[config.mk]
export PLATFORM = sky130hd
export DESIGN_NAME = psrm_leak_neuron_flat
export DESIGN_NICKNAME = d
export VERILOG_FILES = /design/src/rtl/psrm_pkg.sv /design/src/rtl/psrm_leak_neuron_if.sv /design/src/rtl/psrm_leak_neuron_find_pow2_8.sv /design/src/rtl/psrm_leak_neuron.sv /design/src/flat_wrapper.sv
export SDC_FILE = /design/constraint.sdc
export NUM_CORES = 1
export LEC_CHECK = 0
export CORE_ASPECT_RATIO = 1.1
export CORE_MARGIN = 1
export CORE_UTILIZATION = 40
export DETAILED_ROUTE_END_ITERATION = 6
export GPL_TIMING_DRIVEN = 0
export PLACE_DENSITY = 0.69
export SYNTH_ARGS = -nofsm -noshare
export SYNTH_HDL_FRONTEND = slang
export SYNTH_SLANG_ARGS = --single-unit
[constraint.sdc]
create_clock -name clk -period 6.4 [get_ports clk]
set_clock_uncertainty 0.05 [all_clocks]
set_input_delay 1.28 -clock clk [delete_from_list [all_inputs] [get_ports clk]]
set_output_delay 1.28 -clock clk [all_outputs]
set_load 0.005 [all_outputs]
[src/rtl/psrm_pkg.sv]
// Shared types and helpers for the leaky integrate-and-fire neuron.
// PSRM_REFRACTORY_EN adds the REFRAC state to the FSM encoding.
package psrm_pkg;

    localparam int VW_DEF = 16;
    localparam int WW_DEF = 8;

    typedef enum logic [2:0] {
        IDLE,
        LEAK,
        CMP,
        FIRE
`ifdef PSRM_REFRACTORY_EN
        , REFRAC
`endif
    } state_t;

    // Add two sign-extended operands and clamp the sum to a signed w-bit range.
    function automatic logic signed [31:0] sat_add(input logic signed [31:0] a,
                                                   input logic signed [31:0] b,
                                                   input int w);
        logic signed [32:0] s, hi, lo;
        s  = 33'(a) + 33'(b);
        hi = (33'sd1 <<< (w - 1)) - 33'sd1;
        lo = -(33'sd1 <<< (w - 1));
        if (s > hi)      return 32'(hi);
        else if (s < lo) return 32'(lo);
        else             return 32'(s);
    endfunction

endpackage

[src/rtl/psrm_leak_neuron_if.sv]
// Event, control and status bundle of the leaky neuron.
interface psrm_leak_neuron_if #(
    parameter int VW = 16,
    parameter int WW = 8
);
    logic                 tick_i;
    logic                 in_valid;
    logic                 in_ready;
    logic signed [WW-1:0] in_weight;
    logic        [7:0]    tau_i;
    logic signed [VW-1:0] vth_i;
    logic                 spike_o;
    logic signed [VW-1:0] vmem_o;
    logic                 tick_ovf_o;

    modport master (
        output tick_i, in_valid, in_weight, tau_i, vth_i,
        input  in_ready, spike_o, vmem_o, tick_ovf_o
    );

    modport slave (
        input  tick_i, in_valid, in_weight, tau_i, vth_i,
        output in_ready, spike_o, vmem_o, tick_ovf_o
    );
endinterface

[src/rtl/psrm_leak_neuron_find_pow2_8.sv]
// Leak exponent helper: returns the MSB index of (val-1), i.e. ceil(log2(val))
// minus one, so the shift 1/2^(pow+1) approximates 1/tau.
module find_pow2_8 (
    input  logic [7:0] val,
    output logic [2:0] pow
);
    logic [7:0] m;

    always_comb begin
        m   = val - 8'd1;
        pow = '0;
        for (int i = 0; i < 8; i++)
            if (m[i]) pow = 3'(i);
    end
endmodule

[src/rtl/psrm_leak_neuron.sv]
// Leaky integrate-and-fire neuron: saturating event accumulation, per-tick shift leak,
// threshold fire. Define PSRM_REFRACTORY_EN to enable the REFRAC dead time after a spike.
module psrm_leak_neuron
    import psrm_pkg::*;
#(
    parameter int VW      = VW_DEF,
    parameter int WW      = WW_DEF,
    parameter int REF_CYC = 4
) (
    input logic               clk,
    input logic               rst,
    psrm_leak_neuron_if.slave bus
);
    state_t               state;
    logic signed [VW-1:0] vmem;
    logic        [7:0]    tau_reg;
    logic                 tick_pend;
    logic                 tick_ovf;
    logic                 spike;
    logic        [2:0]    pw;
    logic        [3:0]    sh;
`ifdef PSRM_REFRACTORY_EN
    logic        [3:0]    ref_cnt;
`endif

    if (REF_CYC < 1 || REF_CYC > 15) begin : g_bad_ref
        $error("REF_CYC must be in 1..15");
    end

    find_pow2_8 u_fp2 (.val(tau_reg), .pow(pw));
    assign sh = {1'b0, pw} + 4'd1;

    assign bus.in_ready   = (state == IDLE);
    assign bus.spike_o    = spike;
    assign bus.vmem_o     = vmem;
    assign bus.tick_ovf_o = tick_ovf;

    always_ff @(posedge clk) begin
        if (rst) begin
            state     <= IDLE;
            vmem      <= '0;
            tau_reg   <= '0;
            tick_pend <= 1'b0;
            tick_ovf  <= 1'b0;
            spike     <= 1'b0;
`ifdef PSRM_REFRACTORY_EN
            ref_cnt   <= '0;
`endif
        end else begin
            spike <= 1'b0;
            // IDLE services the pending tick first; a fresh tick arriving with it stays queued
            if (state == IDLE)
                tick_pend <= tick_pend & bus.tick_i;
            else if (bus.tick_i) begin
                if (tick_pend) tick_ovf  <= 1'b1;
                else           tick_pend <= 1'b1;
            end

            case (state)
                IDLE: begin
                    if (bus.in_valid)
                        vmem <= VW'(sat_add(32'(vmem), 32'(bus.in_weight), VW));
                    if (bus.tick_i || tick_pend) begin
                        tau_reg <= bus.tau_i;
                        state   <= LEAK;
                    end
                end
                LEAK: begin
                    if (tau_reg != 8'd0) vmem <= vmem - (vmem >>> sh);
                    state <= CMP;
                end
                CMP: begin
                    if (vmem >= bus.vth_i) begin
                        spike <= 1'b1;
                        state <= FIRE;
                    end else
                        state <= IDLE;
                end
                FIRE: begin
                    vmem <= '0;
`ifdef PSRM_REFRACTORY_EN
                    ref_cnt <= 4'(REF_CYC - 1);
                    state   <= REFRAC;
`else
                    state   <= IDLE;
`endif
                end
`ifdef PSRM_REFRACTORY_EN
                REFRAC: begin
                    if (ref_cnt == 4'd0) state <= IDLE;
                    else                 ref_cnt <= ref_cnt - 4'd1;
                end
`endif
                default: state <= IDLE;
            endcase
        end
    end
endmodule

[src/flat_wrapper.sv]
// flat-port wrapper written by rule: the top's interface ports become plain ports
module psrm_leak_neuron_flat import psrm_pkg::*;
#(
    parameter int VW      = VW_DEF,
    parameter int WW      = WW_DEF,
    parameter int REF_CYC = 4
)
  (clk, rst, bus_tick_i, bus_in_valid, bus_in_weight, bus_tau_i, bus_vth_i, bus_in_ready, bus_spike_o, bus_vmem_o, bus_tick_ovf_o);
  psrm_leak_neuron_if #(.VW(VW), .WW(WW)) bus_i ();
  input logic clk;
  input logic rst;
  input wire logic [$bits(bus_i.tick_i)-1:0] bus_tick_i;
  input wire logic [$bits(bus_i.in_valid)-1:0] bus_in_valid;
  input wire logic [$bits(bus_i.in_weight)-1:0] bus_in_weight;
  input wire logic [$bits(bus_i.tau_i)-1:0] bus_tau_i;
  input wire logic [$bits(bus_i.vth_i)-1:0] bus_vth_i;
  output wire logic [$bits(bus_i.in_ready)-1:0] bus_in_ready;
  output wire logic [$bits(bus_i.spike_o)-1:0] bus_spike_o;
  output wire logic [$bits(bus_i.vmem_o)-1:0] bus_vmem_o;
  output wire logic [$bits(bus_i.tick_ovf_o)-1:0] bus_tick_ovf_o;
  assign bus_i.tick_i = bus_tick_i;
  assign bus_i.in_valid = bus_in_valid;
  assign bus_i.in_weight = bus_in_weight;
  assign bus_i.tau_i = bus_tau_i;
  assign bus_i.vth_i = bus_vth_i;
  assign bus_in_ready = bus_i.in_ready;
  assign bus_spike_o = bus_i.spike_o;
  assign bus_vmem_o = bus_i.vmem_o;
  assign bus_tick_ovf_o = bus_i.tick_ovf_o;
  psrm_leak_neuron #(.VW(VW), .WW(WW), .REF_CYC(REF_CYC)) u_core (.clk(clk), .rst(rst), .bus(bus_i));
endmodule
# --- Yosys cells after proc, flatten, opt, wreduce, memory -nomap -nowiden ---
# Index checks and enable logic that the tools add are counted.
# Widths: inputs -> output; s select.
word_totals:
  output_inout_bits: 19
  ff_bits: 30
  wordCells: 50
  input_bits: 36
op_classes:
  shift: 1
  n_bitwise: 3
  reduce_logical: 9
  magnitude_cmp: 3
  muxes: 18
  n_addsub: 4
  n_eq_ne: 6
op_table:
  columns: ["operator", "n"]
  rows:
  - ["$mux 16", 4]
  - ["$pmux 16 s3", 1]
  - ["$mux 3", 7]
  - ["$add 16x8->17", 1]
  - ["$gt 17x16->1 const B", 1]
  - ["$lt 17x16->1 const B", 1]
  - ["$ge 16x16->1", 1]
  - ["$sshr 16x4->16", 1]
  - ["$sub 16x16->16", 1]
  - ["$pmux 3 s3", 1]
  - ["$reduce_bool 8->1", 1]
  - ["$sub 8x1->8 const B", 1]
  - ["$eq 3x2->1 const B", 2]
  - ["$reduce_and 3->1", 2]
  - ["$add 3x1->4 const B", 1]
  - ["$mux 1", 4]
  - ["$ne 2x1->1 const B", 2]
  - ["$eq 3x1->1 const B", 1]
  - ["$logic_not 3->1", 1]
  - ["$reduce_bool 3->1", 1]
  - ["$mux 2", 1]
  - ["$ne 2x2->1 const B", 1]
  - ["$not 1->1", 2]
  - ["$reduce_and 2->1", 1]
  - ["other kinds (4)", 4]

# --- Logic depth before layout (Yosys ltp) ---
# Gate-level depths: netlist of the first run.
logic_depth:
  word_depth: 13
  depth_mapped: 26
  depth_no_buf: 22

# --- By module ---
# Synthesis of the first run repeated with hierarchy kept, for this count alone.
hier_totals:
  cells_unflattened: 544
  hier_area_um2: 4040.1
modules_own_cells:
  columns: ["mod", "seq_area_each_um2", "area_per_inst_um2", "cells_each", "instances"]
  rows:
  - ["psrm_leak_neuron", 580.6, 3766.1, 503, 1]
  - ["find_pow2_8", 0.0, 274.0, 41, 1]

# --- Least setup slack after synthesis of the first run ---
# Ideal clock, no wire load.
synth_timing:
  path_kind: "flip-flop to flip-flop"
  start: "reg u_core.tau_reg[0]"
  end: "reg u_core.vmem[12] (netlist: u_core.bus.vmem_o[12])"
  synth_period_minus_slack_ns: 5.462
  stages_incl_launch_ff: 25
  setup_ns: 0.133
  t_arrival_ns: 5.279
  setup_slack_ns: 0.938
  n_path_buf: 4
  required_time_ns: 6.217
  path_cell_list: "dfxtp_1 -> inv_1 -> ha_1 -> clkbuf_1 -> nor2b_1 -> o21ai_0 -> o2111ai_2 -> a31oi_4 -> buf_8 -> inv_1 -> ha_1 -> clkbuf_1 -> clkbuf_1 -> mux4_2 -> a32o_1 -> a211oi_2 -> ha_1 -> nor2b_1 -> o21ai_0 -> a21oi_1 -> o41ai_1 -> nor2_1 -> or3_1 -> nand3_1 -> a311oi_1"
synth_between:
  elab_chain_cells: 13
  word_cells_on_any_way: 16
  classes_between: "3 x add/sub; 1 x eq/ne; 1 x shift; 9 x mux; 2 x reduce/logical"
synth_rtl:
  columns: ["item", "line", "text"]
  rows:
  - ["start, declared", "psrm_leak_neuron.sv:16", "logic [7:0] tau_reg;"]
  - ["start signal, assigned", "psrm_leak_neuron.sv:64", "tau_reg <= bus.tau_i;"]
  - ["$sub 8x1->8", "psrm_leak_neuron_find_pow2_8.sv:10", "m = val - 8'd1;"]
  - ["$mux 1", "psrm_leak_neuron_find_pow2_8.sv:13", "if (m[i]) pow = 3'(i);"]
  - ["$mux 3 (6 in a row)", "psrm_leak_neuron_find_pow2_8.sv:13", null]
  - ["$add 3x1->4", "psrm_leak_neuron.sv:31", "assign sh = {1'b0, pw} + 4'd1;"]
  - ["$sshr 16x4->16", "psrm_leak_neuron.sv:69", "if (tau_reg != 8'd0) vmem <= vmem - (vmem >>> sh);"]
  - ["$sub 16x16->16", "psrm_leak_neuron.sv:69", null]
  - ["$mux 16", "psrm_leak_neuron.sv:69", null]
  - ["$pmux 16 s3", "psrm_leak_neuron.sv:59", "case (state)"]
  - ["end signal, assigned", "psrm_leak_neuron.sv:62", "vmem <= VW'(sat_add(32'(vmem), 32'(bus.in_weight), VW));"]
  - ["end signal, assigned", "psrm_leak_neuron.sv:69", null]
  - ["end, declared", "psrm_leak_neuron.sv:15", "logic signed [VW-1:0] vmem;"]
# Several ways; a longest one is shown, not always the timed one. The select of a mux whose other input is x is not followed.
# A chain may end at the register's enable or synchronous reset.

# --- Final worst setup path of the first run ---
layout_timing:
  start: "reg u_core.tau_reg[0]"
  end: "reg u_core.vmem[15] (netlist: u_core.bus.vmem_o[15])"
# The elaborated chain is that of the path after synthesis.

==> results of run 1 <==
==> final timing paths <==
kind	start	end	slack, ns	cells past startpoint
hold / removal	u_core.bus.tick_ovf_o	u_core.bus.tick_ovf_o	0.43	2
setup reg to reg	u_core.tau_reg[0]	u_core.bus.vmem_o[15]	0.52	23
hold reg to reg	u_core.bus.tick_ovf_o	u_core.bus.tick_ovf_o	0.43	2
setup / recovery	u_core.tau_reg[0]	u_core.bus.vmem_o[15]	0.52	23
==> tightest hold or removal path, cell delays in order, from the launching register on <==
cell and delay [ns]:
dfxtp_1 0.33, a31oi_1 0.04, nor2_1 0.07
==> timing repair <==
| item | in CTS | in global routing |
|---|---|---|
| endpoints found under the setup margin | 5 | 6 |
| buffers inserted | 0 | 4 |
| pin swaps | 0 | 1 |
| gates resized for setup | 2 | 3 |
==> layout by cell type, fill, tap and decap left out, types with 6 or more instances in the layout <==
master	instances
nor2b_1	6
xnor2_1	11
ha_1	48
clkdlybuf4s50_1	54
a21oi_1	35
clkbuf_1	8
a311oi_1	14
nand2_1	55
o21a_1	13
mux4_1	6
inv_1	38
a21o_1	9
mux2i_1	12
o21ai_0	37
nor2_1	54
nor3_1	16
mux4_2	6
nand3_1	10
dfxtp_1	29
a211oi_1	8
==> metal layers <==
metal	vias to the layer above	track usage, %	routed length (um)
li1	2020	-	-
met1	1823	26.4	4830
met2	100	39.0	5450
met3	24	3.02	417
met4	0	8.21	312
met5	-	0	0
==> final cells by class <==
cell class	instances	area (um^2)
inverter	38	143
buffer	13	65.1
clock inverter	3	17.5
multi-input combinational	423	3170
tap	117	146
timing repair buffer	58	571
sequential	29	581
fill	903	4730
clock buffer	5	68.8
==> cells by family after synthesis <==
kind of cell    Yosys count
mux                      26
xor+xnor                 18
compound gates          152
flops                    29
buf+inv                  52
simple gates            176
fa+ha+maj                51
==> per-stage QoR <==
step | setup slack (ns) | hold WS [ns] | util [%]
4_1_cts | 0.128 | 0.436 | 49.9
2_1_floorplan | 0.938 | 0.411 | -
6_report | 0.524 | 0.427 | 50.2
5_1_grt | 0.0178 | 0.486 | 50.2
3_3_place_gp | -0.201 | 0.411 | 48.9
3_5_place_dp | -0.177 | 0.418 | 48.9
==> key figures, run 1 <==
Critical path
  – Arrival time worst endpoint: 6.01 ns
  – CP Buf/Inv Count: 5
  – Crit-path slowest cell: dfxtp_1
  – Worst path cell trace: inv_1 -> ha_1 -> clkbuf_1 -> nor2b_1 -> o21ai_0 -> o2111ai_2 -> a31oi_4 -> buf_8 -> inv_1 -> ha_2 -> clkbuf_2 -> mux2i_1 -> mux2i_1 -> mux2_2 -> ha_1 -> nor2b_1 -> o21a_1 -> o21a_1 -> o2111ai_1 -> a211o_1 -> o21ai_0 -> a2111o_1 -> a311oi_1
  – Worst Path Max Fanout: 10
  – Critical Path Max Stage Delay: 0.48 ns
  – Crit path required time: 6.54 ns
  – Top delay family on crit path: compound AO/OA/AOI/OAI gates
  – CP endpoint kind: register
  – Startpoint types: register
  – Crit Path Class: register to register

Synthesis
  – Mux contribution to synthesized area: 11.0%
  – Simple-Gate Fraction of Synth Area: 21.2%
  – Largest family of logic cells by synthesized area: compound AO/OA/AOI/OAI gates
  – Synth Area in Adders: 16.5%
  – Synthesized flop and latch total: 29
  – Post-synth EDFFs: 0
  – Post-synth top area share: 15.5%
  – Avg Inst Size Synth: 7.84 um^2
  – Post-synthesis xor/xnor area fraction: 5.13%
  – Synth area leaders: ha_1 (16%), dfxtp_1 (15%), nand2_1 (5.2%), nor2_1 (5.1%), o21ai_0 (4.7%)
  – Mapped Area: 3950 um^2
  – Register area share after synthesis: 14.7%
  – Main synth FF type: dfxtp_1
  – Synthesized Nets: 591
  – Yosys warns: 0
  – Post-synthesis compound-gate area fraction: 26.2%
  – Cell with the most instances after synthesis: nand2_1
  – Synth unique cells: 64
  – Top post-synthesis cells by count: nand2_1 (55), nor2_1 (54), ha_1 (49)
  – Post-synth ARST share: 0%
  – Cell count after synthesis: 504
  – Synth area leader: ha_1

Finish
  – Area grow syn2layout: 20.6%
  – Fin area: 4760 um^2
  – Max FFs per register: 16
  – Finished Layout Cells: 686
  – Ant. Diodes: 0
  – Share of cells above drive strength 1: 6.85%
  – Final #Nets: 655

Place
  – Placed cells: 675
  – PortBufs: 54
  – Post-DP HPWL: 8740 um
  – Post-DP Area: 4640 um^2
  – Routability cong.: 0.913

Floorplanning
  – Die H: 106 um
  – Core area: 9490 um^2
  – Full die area: 10300 um^2
  – Starting Density: 41.6%
  – # rows: 37
  – # IOs: 55
  – Die X: 96.8 um

Route
  – Remaining antenna violation count: 0
  – Iter 0 DRT Violations: 183
  – Vias: 3967
  – Wirelength per Cell: 16.1 um
  – DRC viols: 0
  – Final WL: 11000 um
  – Vias/cell: 5.78
  – First-pass DRT Iterations: 4

CTS
  – Clock slew at reported path FFs: 0.07 ns
  – # H-tree levels: 2
  – CTS buffer count: 5
  – CTS Buffer Depth: 2
  – Cts hold-fix bufs: 0
  – Clock sinks: 29
  – CTS root buffer: clkbuf_8
  – CTS tree: built
  – Worst-skew pair later-pin latency: 0.29 ns

STA
  – Setup TNS: 0 ns
  – Fin crit period: 5.88 ns
  – RSZ-0062 raised after global routing: false
  – Slew headroom: 54.6%
  – Worst-Margin Slew: 0.675 ns
  – Setup violations, final: 0
  – Pins over their slew limit: 0
  – Fin crit share: 91.8%
  – Hold Fails Final Rpt: 0
  – F_max: 0.170 GHz

Flow run
  – MaxCap Viol Count: 0

Global routing
  – First-pass GRT wire length: 18400 um
  – Remaining Overflow, GRT: 0
  – Initial antenna violation count: 0
  – GR Util All Layers: 21.8%
  – Vias in the first global route: 3848
  – Pin count of the biggest net entering global routing: 11

Hold path
  – Worst Hold Class: register to register

Outcome
  – Status: completed
Power of run 1 is left out: the tool's default activity adds up to more than one toggle a clock period on the data nets, which glitch-free logic cannot reach.
==> inputs of run 2 (changes only) <==
CORE_UTILIZATION = 55   (was 40)
PLACE_DENSITY = 0.88   (was 0.69)
==> run 2 against run 1 <==
Effect of this change:
- die area shrank 27%
- cell area grew 0.63%
- count of clock-buffer cells in the layout is the same
- fmax shrank 2.4%
- critical endpoint unchanged
- via count grew 4.7%
- global-route usage grew 7.5 points
- largest cell class unchanged
==> key figures, run 2 (synthesized netlist as in run 1, its figures left out) <==
CTS
  – # H-tree levels: 2 (unchanged)
  – Clock slew at reported path FFs: 0.07 ns (about the same)
  – CTS tree: built
  – CTS Buffer Depth: 2 (unchanged)
  – Cts hold-fix bufs: 0 (unchanged)
  – CTS root buffer: clkbuf_8
  – Worst-skew pair later-pin latency: 0.29 ns (about the same)
  – CTS buffer count: 5 (unchanged)
  – Clock sinks: 29 (unchanged)

STA
  – Fin crit period: 6.02 ns (+0.143 ns)
  – RSZ-0062 raised after global routing: false
  – Setup violations, final: 0 (unchanged)
  – Hold Fails Final Rpt: 0 (unchanged)
  – Worst-Margin Slew: 0.686 ns (+0.0110 ns)
  – Pins over their slew limit: 0 (unchanged)
  – F_max: 0.166 GHz (-2.4%)
  – Slew headroom: 53.9% (-0.74 points)
  – Fin crit share: 94.0% (+2.2 points)

Finish
  – Most frequent cells in the layout: nand2_1 (55), nor2_1 (54), clkdlybuf4s50_1 (54)
  – Ant. Diodes: 0 (unchanged)
  – Final #Nets: 657 (+0.31%)
  – Area grow syn2layout: 21.3%
  – Most common cell after layout, fill and taps aside: nand2_1
  – Share of cells above drive strength 1: 7.36% (+0.50 points)
  – Util after Layout: 68.8% (+19 points)
  – Filler Cell Count: 588 (-35%)
  – Finished Layout Cells: 656 (-4.4%)
  – Max FFs per register: 16 (unchanged)

Route
  – First-pass DRT Iterations: 5 (+1)
  – Wirelength per Cell: 17.0 um (+5.7%)
  – Final WL: 11100 um (+1.1%)
  – Remaining antenna violation count: 0 (unchanged)
  – Iter 0 DRT Violations: 352 (+92%)
  – DRC viols: 0 (unchanged)
  – Vias: 4152 (+4.7%)
  – Vias/cell: 6.33 (+9.4%)

Global routing
  – Vias in the first global route: 3994 (+3.8%)
  – Initial antenna violation count: 0 (unchanged)
  – GR Util All Layers: 29.3% (+7.5 points)
  – Pin count of the biggest net entering global routing: 11 (unchanged)
  – First-pass GRT wire length: 18200 um (-0.98%)
  – Remaining Overflow, GRT: 0 (unchanged)

Floorplanning
  – Starting Density: 56.7% (+15 points)
  – Core area: 6970 um^2 (-27%)
  – Die H: 90.9 um (-14%)
  – Full die area: 7530 um^2 (-27%)
  – # IOs: 55 (unchanged)
  – # rows: 32 (-14%)
  – Die X: 82.8 um (-14%)

Flow run
  – MaxCap Viol Count: 0 (unchanged)

Hold path
  – Worst Hold Class: register to register

Outcome
  – Status: completed

Place
  – Placed cells: 643 (-4.7%)
  – Post-DP HPWL: 8480 um (-3.0%)
  – PortBufs: 54 (unchanged)
  – Routability cong.: 0.962 (+5.3%)

Critical path
  – Startpoint types: register
  – Crit-path slowest cell: dfxtp_1
  – Critical Path Max Stage Delay: 0.48 ns (about the same)
  – Arrival time worst endpoint: 6.17 ns (+0.16 ns)
  – Crit path required time: 6.55 ns (about the same)
  – Crit Path Class: register to register
  – Worst Path Max Fanout: 10 (unchanged)
  – Worst path cell trace: inv_1 -> ha_1 -> clkbuf_1 -> nor2b_1 -> o21ai_0 -> o2111ai_2 -> a31oi_4 -> buf_8 -> inv_1 -> ha_2 -> clkbuf_2 -> mux2i_1 -> mux2i_1 -> mux2_2 -> ha_1 -> nor2b_1 -> o21a_1 -> o21a_1 -> o2111ai_1 -> a211o_1 -> o21ai_0 -> a2111o_1 -> a311oi_1
  – CP endpoint kind: register
==> run 2: metrics by stage <==
stage / TNS (ns) / area (um^2) / hold WS [ns] / setup WS [ns]
3_3_place_gp: 0 / 4600 / 0.406 / 0.00474
4_1_cts: 0 / 4740 / 0.441 / 0.147
6_report: 0 / 4790 / 0.434 / 0.381
3_5_place_dp: -0.532 / 4600 / 0.422 / -0.168
2_1_floorplan: 0 / 3950 / 0.411 / 0.938
5_1_grt: 0 / 4790 / 0.475 / 0.0705
==> run 2: path summary, 6_finish.rpt <==
path	from	to	slack, ns	depth (start not counted)
max	u_core.tau_reg[0]	u_core.bus.vmem_o[15]	0.38	23
min	u_core.bus.tick_ovf_o	u_core.bus.tick_ovf_o	0.43	2
max reg2reg	u_core.tau_reg[0]	u_core.bus.vmem_o[15]	0.38	23
min reg2reg	u_core.bus.tick_ovf_o	u_core.bus.tick_ovf_o	0.43	2
==> run 2: metal layers <==
metal  global-route usage (%)  part of all wire (%)  wire [um]
met5                        0                     0          0
met4                     13.6                   3.7        407
met3                     4.11                   6.1        677
met2                     54.1                    51       5640
met1                     32.9                    40       4410
==> run 2: area by class of cell <==
class                   count  area, um^2  share of cell area [%]
multi-input cells         423        3180                    66.3
repair buffers             60         586                    12.2
flip-flops and latches     29         581                    12.1
inverters                  38         143                    2.98
well taps                  85         106                    2.22
clock buffers               5        68.8                    1.44
clock inverters             3        65.1                    1.36
plain buffers              13        65.1                    1.36
==> run 2: repair_timing <==
action,4_1_cts,5_1_grt
hold endpoints to repair,0,0
endpoints found under the setup margin,5,6
pin swaps,0,1
buffers inserted,0,6
resized for setup,2,4
==> run 2: worst max-delay path: cells and delay by family, from the launching register on <==
kind,cells,cell delay [ns]
buffers and inverters,5,0.85
DFF,1,0.48
AOI/OAI and AO/OA,10,2.55
and+or+nand+nor,2,0.30
adders and majority gates,3,0.93
muxes,3,0.77
Power of run 2 is left out for the same reason.
